--- config.mk ---
export PLATFORM = sky130hd
export DESIGN_NAME = alu_seq_driver
export DESIGN_NICKNAME = d
export VERILOG_FILES = /design/src/rtl/alu_pkg.sv /design/src/rtl/alu_ref_model.sv /design/src/rtl/alu_seq_driver.sv
export SDC_FILE = /design/constraint.sdc
export NUM_CORES = 1
export LEC_CHECK = 0
export CAP_MARGIN = 5
export CORE_UTILIZATION = 35
export CTS_BUF_LIST = sky130_fd_sc_hd__clkbuf_4 sky130_fd_sc_hd__clkbuf_8 sky130_fd_sc_hd__clkbuf_16
export DETAILED_ROUTE_END_ITERATION = 8
export PLACE_DENSITY = 0.76
export SLEW_MARGIN = 5
export SYNTH_ARGS = -nofsm -noshare
export SYNTH_HDL_FRONTEND = slang
export SYNTH_SLANG_ARGS = --single-unit
export TNS_END_PERCENT = 30
--- constraint.sdc ---
create_clock -name clk -period 2.4 [get_ports clk]
set_input_delay 0.24 -clock clk [delete_from_list [all_inputs] [get_ports clk]]
set_output_delay 0.24 -clock clk [all_outputs]
set_load 0.01 [all_outputs]
--- src/rtl/alu_pkg.sv ---
// ----------------------------------------------------------------------------
// alu_pkg
// Shared definitions for the ALU sequencer slice.
//   - ALU op-select codes, as driven on alu_sel / cmd_sel.
//   - FSM state encoding for alu_seq_driver.
//   - Width of the settle counter, which covers SETTLE_CYCLES 1..15.
// ----------------------------------------------------------------------------
package alu_pkg;

  localparam logic [1:0] ALU_AND = 2'b00;
  localparam logic [1:0] ALU_OR  = 2'b01;
  localparam logic [1:0] ALU_XOR = 2'b10;
  localparam logic [1:0] ALU_ADD = 2'b11;

  localparam int SETTLE_W = 4;

  typedef enum logic [1:0] {
    ST_IDLE   = 2'd0,
    ST_SETTLE = 2'd1,
    ST_RESP   = 2'd2
  } state_e;

endpackage

--- src/rtl/alu_ref_model.sv ---
// ----------------------------------------------------------------------------
// alu_ref_model
// Purely combinational golden model of the ALU, used by alu_seq_driver to
// check each captured result.
// Ports:
//   a, b       in  WIDTH  operands
//   sel        in  2      op select (AND/OR/XOR/ADD)
//   exp_out    out WIDTH  expected result
//   exp_carry  out 1      expected carry (only ADD can produce a carry)
//   exp_zero   out 1      expected zero flag (exp_out == 0)
// ----------------------------------------------------------------------------
module alu_ref_model
  import alu_pkg::*;
#(
  parameter int WIDTH = 4
) (
  input  logic [WIDTH-1:0] a,
  input  logic [WIDTH-1:0] b,
  input  logic [1:0]       sel,
  output logic [WIDTH-1:0] exp_out,
  output logic             exp_carry,
  output logic             exp_zero
);

  // One extra bit so the ADD carry falls out of the sum directly.
  logic [WIDTH:0] sum;
  assign sum = {1'b0, a} + {1'b0, b};

  always_comb begin
    exp_out   = a & b;
    exp_carry = 1'b0;
    case (sel)
      ALU_AND: exp_out = a & b;
      ALU_OR:  exp_out = a | b;
      ALU_XOR: exp_out = a ^ b;
      ALU_ADD: {exp_carry, exp_out} = sum;
      default: exp_out = a & b;
    endcase
    exp_zero = (exp_out == '0);
  end

endmodule

--- src/rtl/alu_seq_driver.sv ---
// ----------------------------------------------------------------------------
// alu_seq_driver
// Sequential initiator for a combinational ALU. A command (a, b, sel) is
// accepted over valid/ready, registered onto alu_*, held for SETTLE_CYCLES,
// then the ALU outputs are captured and offered on a valid/ready response
// channel. Only one operation is in flight at a time.
//
// Build option: define ALU_SEQ_CHECK_EN to instantiate the reference model;
// rsp_mismatch then flags results that differ from it and err_count counts
// them. Without it both outputs are tied to 0.
//
// Parameters: WIDTH (operand width), SETTLE_CYCLES (1..15), CNT_W (counter
// width).
// Ports:
//   clk, rst                          clock, synchronous active-high reset
//   cmd_valid/cmd_ready               command handshake
//   cmd_a, cmd_b, cmd_sel             command payload
//   alu_a, alu_b, alu_sel             registered drive into the ALU
//   alu_out, alu_carry, alu_zero      ALU results
//   rsp_valid/rsp_ready               response handshake
//   rsp_out, rsp_carry, rsp_zero      captured ALU results
//   rsp_mismatch                      captured result differs from model
//   op_count, err_count               saturating completion/error counters
// ----------------------------------------------------------------------------
module alu_seq_driver
  import alu_pkg::*;
#(
  parameter int WIDTH         = 4,
  parameter int SETTLE_CYCLES = 1,
  parameter int CNT_W         = 8
) (
  input  logic             clk,
  input  logic             rst,
  input  logic             cmd_valid,
  output logic             cmd_ready,
  input  logic [WIDTH-1:0] cmd_a,
  input  logic [WIDTH-1:0] cmd_b,
  input  logic [1:0]       cmd_sel,
  output logic [WIDTH-1:0] alu_a,
  output logic [WIDTH-1:0] alu_b,
  output logic [1:0]       alu_sel,
  input  logic [WIDTH-1:0] alu_out,
  input  logic             alu_carry,
  input  logic             alu_zero,
  output logic             rsp_valid,
  input  logic             rsp_ready,
  output logic [WIDTH-1:0] rsp_out,
  output logic             rsp_carry,
  output logic             rsp_zero,
  output logic             rsp_mismatch,
  output logic [CNT_W-1:0] op_count,
  output logic [CNT_W-1:0] err_count
);

  // Counter counts down to 0; the capture happens on the edge where it is 0,
  // so loading SETTLE_CYCLES-1 gives exactly SETTLE_CYCLES settle edges.
  localparam logic [SETTLE_W-1:0] SETTLE_LOAD = SETTLE_W'(SETTLE_CYCLES - 1);
  localparam logic [CNT_W-1:0]    CNT_ONE     = CNT_W'(1);

  state_e              state_reg, state_next;
  logic [SETTLE_W-1:0] cnt_reg;
  logic [WIDTH-1:0]    alu_a_reg, alu_b_reg, rsp_out_reg;
  logic [1:0]          alu_sel_reg;
  logic                rsp_valid_reg, rsp_carry_reg, rsp_zero_reg;
  logic [CNT_W-1:0]    op_count_reg;
  logic                accept, capture, rsp_done;

  // Next-state and handshake decode. cmd_ready is masked by rst so nothing
  // can be accepted on an edge where reset wins.
  always_comb begin
    state_next = state_reg;
    cmd_ready  = 1'b0;
    accept     = 1'b0;
    capture    = 1'b0;
    rsp_done   = 1'b0;
    case (state_reg)
      ST_IDLE: begin
        cmd_ready = ~rst;
        if (cmd_valid && cmd_ready) begin
          accept     = 1'b1;
          state_next = ST_SETTLE;
        end
      end
      ST_SETTLE: begin
        if (cnt_reg == '0) begin
          capture    = 1'b1;
          state_next = ST_RESP;
        end
      end
      ST_RESP: begin
        if (rsp_valid_reg && rsp_ready) begin
          rsp_done   = 1'b1;
          state_next = ST_IDLE;
        end
      end
      default: state_next = ST_IDLE;
    endcase
  end

  always_ff @(posedge clk) begin
    if (rst) state_reg <= ST_IDLE;
    else     state_reg <= state_next;
  end

  always_ff @(posedge clk) begin
    if (rst) begin
      cnt_reg       <= '0;
      alu_a_reg     <= '0;
      alu_b_reg     <= '0;
      alu_sel_reg   <= '0;
      rsp_valid_reg <= 1'b0;
      rsp_out_reg   <= '0;
      rsp_carry_reg <= 1'b0;
      rsp_zero_reg  <= 1'b0;
      op_count_reg  <= '0;
    end else begin
      if (accept) begin
        alu_a_reg   <= cmd_a;
        alu_b_reg   <= cmd_b;
        alu_sel_reg <= cmd_sel;
        cnt_reg     <= SETTLE_LOAD;
      end
      if (state_reg == ST_SETTLE && cnt_reg != '0)
        cnt_reg <= cnt_reg - SETTLE_W'(1);
      if (capture) begin
        rsp_out_reg   <= alu_out;
        rsp_carry_reg <= alu_carry;
        rsp_zero_reg  <= alu_zero;
        rsp_valid_reg <= 1'b1;
      end
      if (rsp_done) begin
        rsp_valid_reg <= 1'b0;
        if (op_count_reg != '1)
          op_count_reg <= op_count_reg + CNT_ONE;
      end
    end
  end

  assign alu_a     = alu_a_reg;
  assign alu_b     = alu_b_reg;
  assign alu_sel   = alu_sel_reg;
  assign rsp_valid = rsp_valid_reg;
  assign rsp_out   = rsp_out_reg;
  assign rsp_carry = rsp_carry_reg;
  assign rsp_zero  = rsp_zero_reg;
  assign op_count  = op_count_reg;

`ifdef ALU_SEQ_CHECK_EN
  logic [WIDTH-1:0] exp_out;
  logic             exp_carry, exp_zero, mismatch_now, rsp_mismatch_reg;
  logic [CNT_W-1:0] err_count_reg;

  // The model sees the same registered operands as the ALU, so its answer is
  // valid for the whole settle window.
  alu_ref_model #(.WIDTH(WIDTH)) u_ref_model (
    .a         (alu_a_reg),
    .b         (alu_b_reg),
    .sel       (alu_sel_reg),
    .exp_out   (exp_out),
    .exp_carry (exp_carry),
    .exp_zero  (exp_zero)
  );

  assign mismatch_now = (alu_out != exp_out) || (alu_carry != exp_carry) ||
                        (alu_zero != exp_zero);

  always_ff @(posedge clk) begin
    if (rst) begin
      rsp_mismatch_reg <= 1'b0;
      err_count_reg    <= '0;
    end else begin
      if (capture)
        rsp_mismatch_reg <= mismatch_now;
      if (rsp_done && rsp_mismatch_reg && err_count_reg != '1)
        err_count_reg <= err_count_reg + CNT_ONE;
    end
  end

  assign rsp_mismatch = rsp_mismatch_reg;
  assign err_count    = err_count_reg;
`else
  assign rsp_mismatch = 1'b0;
  assign err_count    = '0;
`endif

endmodule
# Word level (Yosys, flattened, before mapping)
# Cells that the tools add are included.
[op_classes] n_addsub=2 eq_ne=6 mux=13 bitwise=1 n_reduce_logical=10
[op_table] operator="$add A8 B1 Y8 const B" n=1
[op_table] operator="$mux W4" n=2
[op_table] operator="$ne A8 B8 Y1 const B" n=1
[op_table] operator="$mux W1" n=7
[op_table] operator="$mux W2" n=3
[op_table] operator="$ne A2 B2 Y1 const B" n=3
[op_table] operator="$pmux W2 S3" n=1
[op_table] operator="$logic_not A4 Y1" n=1
[op_table] operator="$reduce_bool A4 Y1" n=1
[op_table] operator="$sub A4 B1 Y4 const B" n=1
[op_table] operator="$logic_and A1 B1 Y1" n=3
[op_table] operator="$reduce_and A3 Y1" n=1
[op_table] operator="$eq A2 B1 Y1 const B" n=1
[op_table] operator="$eq A2 B2 Y1 const B" n=1
[op_table] operator="$logic_not A2 Y1" n=1
[op_table] operator="$reduce_and A2 Y1" n=1
[op_table] operator="$reduce_bool A2 Y1" n=1
[op_table] operator="$reduce_or A2 Y1" n=1
[op_table] operator="$not A1 Y1" n=1
[word_totals] register_bits=31 input_bits=20 out_inout_bits=35 word_cells=42

# Longest topological paths before layout
# Gate-level depths: netlist of the first run.
[depth] depth_word=6 ltp_mapped=6 ltp_nobuf=6

# Worst setup path before layout of the first run
# OpenSTA, ideal clock, no wires.
[synth_timing] path_type="register to register" startpoint="register cnt_reg[0]" endpoint="register cnt_reg[3]" setup_ns=0.074 arrival_ns=1.330 required_time_ns=2.326 setup_slack_ns=0.996 stages_incl_launch_ff=7 path_buffers=0 period_less_slack_ns=1.404 cell_sequence="dfxtp_1 inv_1 ha_1 or3b_1 a21oi_2 nand2_1 a31oi_1"
[synth_between] elab_chain_cells=3 elab_cells_between_ends=5 classes_between="add/sub (1); mux (1); reduce/logical (3)"
[synth_lines] element="start, declared" line="alu_seq_driver.sv:61" rtl="logic [SETTLE_W-1:0] cnt_reg;"
[synth_lines] element="start signal, assigned" line="alu_seq_driver.sv:124" rtl="cnt_reg <= cnt_reg - SETTLE_W'(1);"
[synth_lines] element="branches (longest 3 deep; another with $sub A4 B1 Y4)"
# Several ways; the timed one is not identified.
# A chain may end at the register's enable or synchronous reset.

# Final worst setup path of the first run
[layout_timing] startpoint="input rst" endpoint="output cmd_ready"
[layout_between] elab_chain_cells=2
[layout_lines] element="start, declared" line="alu_seq_driver.sv:33" rtl="input logic rst,"
[layout_lines] element="$not A1 Y1" line="alu_seq_driver.sv:78" rtl="cmd_ready = ~rst;"
[layout_lines] element="$mux W1" line="alu_seq_driver.sv:76" rtl="case (state_reg)"
[layout_lines] element="end, declared" line="alu_seq_driver.sv:35" rtl="output logic cmd_ready,"
# No other way between the ends.

==> results of run 1 <==
stage by stage:
| step | cells | util, % |
|---|---|---|
| 6_report | 247 | 51.7 |
| 5_1_grt | 247 | 51.7 |
| 4_1_cts | 247 | 51.7 |
| 3_5_place_dp | 240 | 49.4 |
| 3_3_place_gp | 240 | 49.4 |
| 2_1_floorplan | 161 | - |
cells in the mapped netlist, types with 3 or more instances:
cell and number:
nor2_1 14, xor2_1 6, inv_1 3, nand3_1 3, clkbuf_1 3, mux2i_1 7
o21ai_0 10, dfxtp_1 31, nand2_1 16, buf_4 11, a21oi_1 4, nand2b_1 10
worst max path at each step:
stage                      start          end  slack, ps  cells past startpoint
floorplan             cnt_reg[0]   cnt_reg[3]       1000                      6
global placement       rsp_ready  op_count[7]        710                      5
detailed placement     rsp_ready  op_count[7]        700                      5
CTS                          rst    cmd_ready        700                      3
global route        state_reg[0]   rsp_out[0]        580                      4
finish                       rst    cmd_ready        720                      3
critical path, stage by stage:
cell	delay (ps)
clkdlybuf4s50_1	470
nor3_1	160
clkdlybuf4s50_1	560
metal layers:
layer / part of all wire, % / track usage [%] / up-vias
li1: - / - / 593
met1: 45 / 17.5 / 507
met2: 45 / 20.1 / 52
met3: 9.0 / 6.16 / 5
met4: 1.0 / 5.00 / 0
met5: 0 / 0 / -
area by class of cell:
class	instances	area (sq um)	area share, %
inverter	3	11.3	0.582
clock buffer	6	82.6	4.27
tap	48	60.1	3.10
sequential	31	621	32.1
multi-input combinational	111	691	35.7
clock inverter	1	5.00	0.259
timing repair buffer	47	465	24.0
power by group through the flow:
stage          sequential (uW)  combinational [uW]  clock, uW
2_1_floorplan              575                70.4          0
3_3_place_gp               567                 156          0
3_5_place_dp               567                 157          0
4_1_cts                    555                 158        424
5_1_grt                    558                 169        448
6_report                   555                 156        407
cells by family after synthesis:
group | count (synthesis) | share of synthesized area, %
XOR/XNOR | 6 | 3.79
multiplexers | 7 | 5.05
flip-flops | 31 | 44.7
AND/OR/NAND/NOR | 61 | 24.0
other | 1 | 0.270
adder cells (fa/ha/maj) | 2 | 1.80
buffers and inverters | 19 | 8.30
AO/OA/AOI/OAI | 26 | 12.1
==> metrics, run 1 <==
status=complete, no violations; post-CTS sizing=0; Register-to-Register Path Depth=4; TritonCTS Buffers=5; Via Count=approximately 1,200; die width=around 65 um; Port Buffers=45; hold-fix buffers at CTS=0; final worst slack=roughly 700 ps; Comb power frac=around 14%; Max Clk Rate=between 0.5 and 0.6 GHz; TNS Setup=0 ps; Crit Path Max Fanout=3; TritonCTS clock tree=built; Max Slew Vio Count=0; Int Pwr=855 uW; CP required=2160 ps; final net count=approximately 220; final hold vios=0; Mapped Area=around 0.0014 sq mm; period utilization=a little over two thirds; Post-CTS Setup Repair Bufs=0; Mapped Cells=about 150; grt total ovfl=0; Seq/Total Area, Yosys=~45%; global-route wire length before repair=between 4 and 5 mm; CP Launch Type=input port; layout cells sized above 1=between 8 and 9%; final setup fails=0; biggest area consumer among synthesized cells=dfxtp_1; Yosys top cell area share=around 45%; Setup Skew=5.84 ps; Diodes inserted=0; total wire length=2.64 mm; Total Power=1120 uW; critical path class=in2out; die area=0.00422 sq mm; Hold Path Sink=cnt_reg[0]; DR WL/cell=roughly 11 um; commonest cells after routing, fill and taps aside=45 x clkdlybuf4s50_1, 31 x dfxtp_1, 16 x nand2_1; Post-synth EDFFs=0; Synth Area per Inst=~9.1 sq um; Worst Setup End Kind=output port; DRT Pass-1 Iters=4; DRC viols=0; Placed Area=0.00185 sq mm; Sequential Power Share=between 40% and 50%; Clock transition at path regs=60 ps; RSZ-0062 raised after global routing=false; Clock Latency Late Sink=around 280 ps; Total GRT Usage=between 10% and 20%; worst hold path stage count=2; Routed Antenna Nets=0; Initial Utilization=between 30 and 40%; Unique masters post-synth=39; reg2reg start=state_reg[0]; Worst Hold Launch=cnt_reg[0]; H-tree levels=2; CORE AREA=roughly 0.0037 sq mm; pin count of the biggest net entering global routing=32; LEAKAGE=roughly 0.00077 uW; Design Area, Final=0.00194 sq mm; Die Span Y=about 65 um; routability cong.=approximately 0.73; max cap viols=0; VDD IR-drop max=approximately 0.34 mV; IO Pins=55; Clock Sinks=31; filler cell count=roughly 370; most common cell after layout, fill and taps aside=clkdlybuf4s50_1; switching portion of total power=between 20% and 30%; Top FF cell, synth=dfxtp_1; post-layout minimum cycle time=roughly 1700 ps; Root Buffer=clkbuf_8; FF-to-FF End=rsp_out[0]; ys async rst share=0%; synth-to-layout area growth=39.5%; Detailed Place HPWL=1.87 mm; Via density=between 4 and 5; Clk pwr share=a little over a third; row count=22; R2R Setup Slk=between 700 and 800 ps; WHS=~470 ps; vias in the first global route=between 1,000 and 1,500; warnings from Yosys=0; PwrDens=between 500 and 600 mW/mm^2; CTS Buffer Depth=2; dpl ws=roughly 700 ps; max reg flops=8; initial antenna violation count=0; P_sw=between 200 and 300 uW; Area contributors post-synth=dfxtp_1 45%, buf_4 6.0%, mux2i_1 5.0%, nand2b_1 4.5%, nand2_1 4.3%; CP arrival=1440 ps; #FFs+latches synth=31; 1st-iter DRT viols=73; type of the worst min-delay path=reg2reg
(Power assumes the default switching activity.)
==> run 2, diff against run 1 <==
- clock period: 2.4 -> 1.6 ns (I/O delays scaled with it)
==> run 2 against run 1 <==
Effect of this change: final area rose by 1.8%; non-clock buffer count grew 3; first-iteration DRC count down 59%; routed wire length increased by 7.2%; sequential share of layout area is 0.57 points lower; worst setup slack worse by 630 ps; register-to-register slack worse by 690 ps; critical path depth grew 3; cell count up 0.81%; clock power is 35% higher; critical path type is now reg2reg; highest routed layer unchanged.
==> metrics, run 2 (synthesized netlist as in run 1, its figures left out) <==
status=complete, no violations (unchanged); global-route wire length before repair=4.66 mm (was 4.45 mm); TritonCTS Buffers=5 (unchanged); CP Launch Type=flip-flop (was input port); dpl ws=67.1 ps (was 696 ps); routability cong.=0.768 (was 0.726); Routed Antenna Nets=0 (unchanged); critical path class=reg2reg (was in2out); Crit Path Max Fanout=4 (was 3); type of the worst min-delay path=in2reg (was reg2reg); DRT Pass-1 Iters=4 (unchanged); H-tree levels=2 (unchanged); commonest cells after routing, fill and taps aside=44 x clkdlybuf4s50_1, 31 x dfxtp_1, 16 x nand2_1 (was 45 x clkdlybuf4s50_1, 31 x dfxtp_1, 16 x nand2_1); critical path launch point=cnt_reg[0] (was rst); Port Buffers=45 (unchanged); WHS=441 ps (was 469 ps); final hold vios=0 (unchanged); final setup fails=0 (unchanged); Diodes inserted=0 (unchanged); Clock transition at path regs=60 ps (about the same); CP arrival=1720 ps (was 1440 ps); CORE AREA=0.00374 sq mm (unchanged); Die Span Y=65.0 um (unchanged); PwrDens=826 mW/mm^2 (was 578 mW/mm^2); max reg flops=8 (unchanged); Worst Setup End Kind=flip-flop (was output port); reg2reg start=cnt_reg[0] (was state_reg[0]); layout cells sized above 1=10.4% (was 8.04%); grt total ovfl=0 (unchanged); most common cell after layout, fill and taps aside=clkdlybuf4s50_1 (unchanged); switching portion of total power=22.6% (was 23.5%); Worst Hold Launch=cmd_a[2] (was cnt_reg[0]); Post-CTS Setup Repair Bufs=0 (unchanged); TritonCTS clock tree=built (unchanged); Int Pwr=1260 uW (was 855 uW); 1st-iter DRT viols=30 (was 73); pin count of the biggest net entering global routing=23 (was 32); Sequential Power Share=51.2% (was 49.6%); row count=22 (unchanged); post-layout minimum cycle time=between 1500 and 2000 ps; Clk pwr share=33.7% (was 36.4%); initial antenna violation count=0 (unchanged); max cap viols=0 (unchanged); CTS Buffer Depth=2 (unchanged); total wire length=2.83 mm (was 2.64 mm); Comb power frac=15.0% (was 13.9%); final net count=224 (was 221); RSZ-0062 raised after global routing=true (was false); VDD IR-drop max=0.580 mV (was 0.340 mV); P_sw=368 uW (was 263 uW); DR WL/cell=11.3 um (was 10.7 um); die width=65.0 um (unchanged); final worst slack=87.5 ps (was 721 ps); Initial Utilization=37.1% (unchanged); Detailed Place HPWL=2.00 mm (was 1.87 mm); synth-to-layout area growth=42.0% (was 39.5%); Setup Skew=5.24 ps (was 5.84 ps); period utilization=between 90% and 100%; DRC viols=0 (unchanged); Via Count=1,174 (was 1,157); Max Slew Vio Count=0 (unchanged); vias in the first global route=1,059 (was 1,016); post-CTS sizing=0 (unchanged); IO Pins=55 (unchanged); Max Clk Rate=approximately 0.66 GHz; LEAKAGE=0.000795 uW (was 0.000775 uW); hold-fix buffers at CTS=0 (unchanged); Total GRT Usage=14.6% (was 13.7%); Via density=4.71 (was 4.68); R2R Setup Slk=90 ps (was 780 ps); Clock Sinks=31 (unchanged); die area=0.00422 sq mm (unchanged); Root Buffer=clkbuf_8 (unchanged); CP required=1800 ps (was 2160 ps); Clock Latency Late Sink=270 ps (was 280 ps)
run 2: cell types whose count changed in the layout (fill, tap and decap cells not counted), sizes merged:
cell,change
clkdlybuf4s50,-1
buf,+3
clkinv,-1
dlymetal6s2s,+1
run 2: area by class of cell:
| class | count | area, sq um |
|---|---|---|
| inverter | 3 | 11.3 |
| multi-input combinational | 111 | 699 |
| tap | 48 | 60.1 |
| sequential | 31 | 621 |
| clock buffer | 6 | 76.3 |
| fill | 367 | 1770 |
| timing repair buffer | 50 | 503 |
run 2: metrics by stage:
stage	instance area, sq um	instances	util (%)	power [uW]	setup TNS [ps]
floorplan	1420	161	-	967	0
global placement	1880	243	50.3	1090	0
detailed placement	1880	243	50.3	1100	0
CTS	1960	249	52.3	1650	0
global route	1970	249	52.6	1720	-25.5
finish	1970	249	52.6	1630	0
run 2: power by group through the flow:
stage          registers (uW)  clock network, uW  logic [uW]
2_1_floorplan             862                  0         106
3_3_place_gp              850                  0         244
3_5_place_dp              850                  0         247
4_1_cts                   834                572         248
5_1_grt                   839                614         266
6_report                  834                549         245
run 2: path summary, 6_finish.rpt:
check / endpoint / cells after the start
min: alu_a[2] / 3
min reg2reg: cnt_reg[0] / 2
max reg2reg: cnt_reg[3] / 6
max: cnt_reg[3] / 6
run 2: worst max-delay path, stage by stage, from the launching register on:
cell and delay, ps:
dfxtp_1 320, inv_1 80, ha_2 220, or3b_4 410
a21oi_2 200, nand2_1 70, a31oi_1 150
run 2: routing by layer:
metal | wire (um) | global-route usage (%) | part of all wire, % | vias to the layer above
met4 | 29 | 5.83 | 1.0 | 0
met3 | 175 | 6.51 | 6.2 | 5
met2 | 1380 | 24.3 | 49 | 36
met1 | 1240 | 16.1 | 44 | 536
li1 | - | - | - | 597
met5 | 0 | 0 | 0 | -
